File: config.mk
export PLATFORM = sky130hd
export DESIGN_NAME = clk_div_monitor
export DESIGN_NICKNAME = d
export VERILOG_FILES = /design/src/rtl/clk_div_monitor_pkg.sv /design/src/rtl/sync_edge_detect.sv /design/src/rtl/clk_div_monitor.sv
export SDC_FILE = /design/constraint.sdc
export NUM_CORES = 1
export LEC_CHECK = 0
export CAP_MARGIN = 20
export CORE_MARGIN = 3
export CORE_UTILIZATION = 30
export CTS_CLUSTER_DIAMETER = 80
export DETAILED_ROUTE_END_ITERATION = 7
export GPL_TIMING_DRIVEN = 0
export SLEW_MARGIN = 20
export SYNTH_ARGS = -nofsm -noshare
export SYNTH_HDL_FRONTEND = slang
export SYNTH_SLANG_ARGS = --single-unit
File: constraint.sdc
create_clock -name clkin -period 3.9 [get_ports clkin]
set_input_delay 0.975 -clock clkin [delete_from_list [all_inputs] [get_ports clkin]]
set_output_delay 0.975 -clock clkin [all_outputs]
set_load 0.1 [all_outputs]
File: src/rtl/clk_div_monitor_pkg.sv
// Shared types and constants for the divided-clock monitor.
// Sizing helpers are functions so they follow the top-level parameters.
package clk_div_monitor_pkg;

    typedef enum logic {
        IDLE  = 1'b0,
        TRACK = 1'b1
    } mon_state_t;

    // Wide enough for the largest legal LOCK_COUNT (15).
    localparam int MATCH_W = 4;

    localparam int DEFAULT_CNT_W = 8;

    // Saturation value of the period counter for a given counter width.
    function automatic int unsigned cnt_max(input int unsigned cnt_w);
        return (32'd1 << cnt_w) - 32'd1;
    endfunction

    localparam int unsigned DEFAULT_CNT_MAX = cnt_max(DEFAULT_CNT_W);

endpackage

File: src/rtl/sync_edge_detect.sv
// Synchronises an asynchronous level into clkin and emits registered
// single-cycle rise/fall strobes from the synchronised copy.
module sync_edge_detect #(
    parameter int SYNC_STAGES = 2
) (
    input  logic clkin,
    input  logic rst,
    input  logic async_in,
    output logic rise_pulse,
    output logic fall_pulse
);

    logic [SYNC_STAGES-1:0] sync_reg;
    logic                   prev_reg;
    logic                   last;

    assign last = sync_reg[SYNC_STAGES-1];

    always_ff @(posedge clkin) begin
        if (rst) begin
            sync_reg   <= '0;
            prev_reg   <= 1'b0;
            rise_pulse <= 1'b0;
            fall_pulse <= 1'b0;
        end else begin
            sync_reg   <= {sync_reg[SYNC_STAGES-2:0], async_in};
            prev_reg   <= last;
            rise_pulse <= last & ~prev_reg;
            fall_pulse <= ~last & prev_reg;
        end
    end

endmodule

File: src/rtl/clk_div_monitor.sv
// Measures the rise-to-rise period of an observed divided clock, tracks lock
// against the programmed divisor and flags loss of clock.
module clk_div_monitor
    import clk_div_monitor_pkg::*;
#(
    parameter int SYNC_STAGES = 2,
    parameter int CNT_W       = DEFAULT_CNT_W,
    parameter int LOCK_COUNT  = 4
) (
    input  logic             clkin,
    input  logic             rst,
    input  logic             div_clk,
    input  logic [CNT_W-1:0] expected_div,
    output logic             rise_pulse,
    output logic             fall_pulse,
    output logic [CNT_W-1:0] period,
    output logic             period_valid,
    output logic             locked,
    output logic             timeout
);

    localparam logic [CNT_W-1:0]   CNT_MAX  = CNT_W'(cnt_max(CNT_W));
    localparam logic [MATCH_W-1:0] LOCK_TGT = MATCH_W'(LOCK_COUNT);

    mon_state_t         state_reg;
    logic [CNT_W-1:0]   cnt_reg;
    logic [MATCH_W-1:0] match_run_reg;
    logic               is_match;
    logic [MATCH_W-1:0] match_run_next;

    sync_edge_detect #(
        .SYNC_STAGES(SYNC_STAGES)
    ) u_sync_edge (
        .clkin     (clkin),
        .rst       (rst),
        .async_in  (div_clk),
        .rise_pulse(rise_pulse),
        .fall_pulse(fall_pulse)
    );

    // A zero divisor is treated as "unprogrammed" and can never match.
    assign is_match       = (cnt_reg == expected_div) && (expected_div != '0);
    assign match_run_next = (match_run_reg == LOCK_TGT) ? LOCK_TGT
                                                        : match_run_reg + MATCH_W'(1);

    always_ff @(posedge clkin) begin
        if (rst) begin
            state_reg     <= IDLE;
            cnt_reg       <= '0;
            match_run_reg <= '0;
            period        <= '0;
            period_valid  <= 1'b0;
            locked        <= 1'b0;
            timeout       <= 1'b0;
        end else begin
            period_valid <= 1'b0;
            timeout      <= 1'b0;
            case (state_reg)
                IDLE: begin
                    cnt_reg <= '0;
                    locked  <= 1'b0;
                    if (rise_pulse) begin
                        state_reg <= TRACK;
                        cnt_reg   <= CNT_W'(1);
                    end
                end
                TRACK: begin
                    // A rise in the saturation cycle still counts as a measurement.
                    if (rise_pulse) begin
                        period       <= cnt_reg;
                        period_valid <= 1'b1;
                        cnt_reg      <= CNT_W'(1);
                        if (is_match) begin
                            match_run_reg <= match_run_next;
                            if (match_run_next == LOCK_TGT) begin
                                locked <= 1'b1;
                            end
                        end else begin
                            match_run_reg <= '0;
                            locked        <= 1'b0;
                        end
                    end else if (cnt_reg == CNT_MAX) begin
                        timeout       <= 1'b1;
                        locked        <= 1'b0;
                        match_run_reg <= '0;
                        cnt_reg       <= '0;
                        state_reg     <= IDLE;
                    end else begin
                        cnt_reg <= cnt_reg + CNT_W'(1);
                    end
                end
                default: state_reg <= IDLE;
            endcase
        end
    end

endmodule

==> out/qor.txt <==
Status -> complete, no violations
1st-pass router iterations -> 4
Worst hold path depth -> 1
Worst Tran Pin Value -> 979 ps
Crit Path Class -> register to output port
Residual DRC -> 0
HP Start -> u_sync_edge.prev_reg
Share of post-route cells with drive strength above 1 -> 7.82%
Antenna Nets Post-Route -> 0
Cells along the critical path -> clkdlybuf4s50_1
Post-DP Area -> 0.00156 sq mm
Initial Util -> 32.9%
Reg2reg end -> match_run_reg[1]
Cell accounting for the most synthesized area -> dfxtp_1
CP Max Fanout -> 8
Distinct cells, synth -> 33
Multi-input gate area -> 649 sq um
Largest net degree at the start of global routing -> 11
CP Launch Type -> register
Cell type of the slowest stage on the worst timing path -> clkdlybuf4s50_1
Row cnt -> 22
Post-synth EDFFs -> 0
Core area -> 0.00385 sq mm
H-tree depth -> 2
Final setup TNS -> 0 ps
CTS tree -> built
Worst Path Required -> 2920 ps
Lkg Pwr -> 0.542 nW
Nets -> 192
Clk buf depth -> 2
Ys flop type -> dfxtp_1
DIE AREA -> 0.00504 sq mm
FILL cells -> 392
Global-route wire length before repair -> 5.00 mm
Post_cts resized -> 0
Die Y -> 71.0 um
Synthesized area -> 0.00127 sq mm
VDD IR max -> 0.244 mV
Yosys top cell area share -> 45.8%
Clock sink count -> 29
Root Buffer -> clkbuf_8
GR Overflow Total -> 0
Hold Crit Class -> register to register
Final GP Congestion -> 0.825
Slew Limit Fails -> 0
Latest clock arrival within the worst-skew pair -> 270 ps
Synth-to-Final Area Change -> 29.2%
Post-DP HPWL -> 2.17 mm
Flops & latches, synth -> 29
Initial antenna violation count -> 0
Final setup vio count -> 0
Port Buf Inserts -> 23
Commonest cells post-synth -> dfxtp_1 (29), nand2_1 (23), nor2_1 (14)
Worst Path Arrival -> 1920 ps
Critical path's top delay family -> buffers and inverters
Count leader, synth -> dfxtp_1
FF-to-FF setup slack -> 2170 ps
Largest stage delay on the critical path -> 1190 ps
Syn_area_per_cell -> 8.56 sq um
Die width -> 71.0 um
Fin crit share -> 74.2%
Synth area leaders -> dfxtp_1 (46%), xnor2_1 (6.9%), nand2_1 (6.8%)
Post-CTS setup repair buffer count -> 0
Sequential area share after synthesis -> 45.8%
GRT Util Overall -> 12.6%
Setup crit end kind -> output port
Min Clock Period, post-route -> 2890 ps
Reg2Reg Launch Point -> cnt_reg[0]
CP startpoint -> u_sync_edge.rise_pulse
# IOs -> 24
Setup Skew -> 4.22 ps
Vias -> 1105
FMAX -> 345 MHz
Final Cell Area -> 0.00164 sq mm
Power Dens Cells -> 342 mW/mm^2
Wire per inst -> 12.9 um
Hold endpoint -> u_sync_edge.rise_pulse
Via density -> 4.87
Max Cap Viol -> 0
WL final -> 2.94 mm
# diodes -> 0
FFs w/ async S/R, synth -> 0%
RSZ-0062 raised after global routing -> false
Reg2Reg Depth -> 6
Synth Instances -> 148
Total number of yosys warnings -> 0
Clk slew on worst S/H paths -> 60 ps
WP buf/inv -> 1
Vias in the first global route -> 1089
Syn Nets -> 162
Hold Fails Final Rpt -> 0
Num CTS Buffers -> 5
# hold bufs at CTS -> 0
Slew headroom -> 34.5%
Hold slack final -> 402 ps
FF+latch area -> 581 sq um
Drt initial violations -> 33
layout make-up:
type / count / share of cell area, %
multi-input cells: 110 / 39.7
flip-flops and latches: 29 / 35.5
repair buffers: 23 / 14.1
clock buffers: 8 / 4.89
well taps: 48 / 3.67
inverters: 5 / 1.15
plain buffers: 4 / 1.07
metrics by stage:
stage / std cells / util [%] / setup slack (ps) / power (mW)
global placement: 219 / 40.4 / 1280 / 0.337
finish: 227 / 42.5 / 1010 / 0.559
detailed placement: 219 / 40.4 / 1270 / 0.338
global route: 227 / 42.5 / 923 / 0.586
CTS: 227 / 42.5 / 972 / 0.567
floorplan: 148 / - / 1840 / 0.322
power breakdown:
group	internal, mW	leakage [nW]	switching [mW]
clock network	0.126	0.0395	0.102
logic	0.0159	0.269	0.0144
registers	0.299	0.234	0.00233
total	0.441	0.542	0.118
kinds of logic after synthesis:
logic type / synth area share (%)
flip-flops: 45.9
AO/OA/AOI/OAI: 11.5
adder cells (fa/ha/maj): 2.96
XOR/XNOR: 9.68
AND/OR/NAND/NOR: 27.2
buffers and inverters: 2.87
worst reg2reg max path, stage by stage (launching register included):
cell,delay [ps]
dfxtp_1,450
ha_1,260
and4_4,270
nand2_2,100
o21ai_1,290
nand3_1,120
a21oi_1,170
layer usage:
| layer | vias to the layer above | track usage (%) | share of wire (%) |
|---|---|---|---|
| met5 | - | 0 | 0 |
| met4 | 0 | 5.01 | 1.4 |
| met3 | 6 | 5.54 | 4.8 |
| met2 | 25 | 19.4 | 45 |
| met1 | 511 | 15.4 | 48 |
| li1 | 563 | - | - |
placed cells by master, fill, tap and decap left out, types with 3 or more instances in the layout:
master and n:
a21oi_1 13, and3_1 3, clkbuf_1 5, clkbuf_8 5
clkdlybuf4s50_1 23, dfxtp_1 29, ha_1 3, inv_1 4
nand2_1 23, nand2b_1 3, nand3_1 6, nor2_1 14
nor2b_1 6, o21ai_1 3, xnor2_1 10, xor2_1 4
worst max-delay path by stage:
stage	slack, ps	depth (start not counted)	to
after floorplan	1840	5	match_run_reg[2]
after global placement	1280	1	rise_pulse
after detailed placement	1270	1	rise_pulse
after CTS	970	1	rise_pulse
after global routing	920	1	rise_pulse
final	1010	1	rise_pulse
Note: power is estimated with default switching activity, not from simulation.
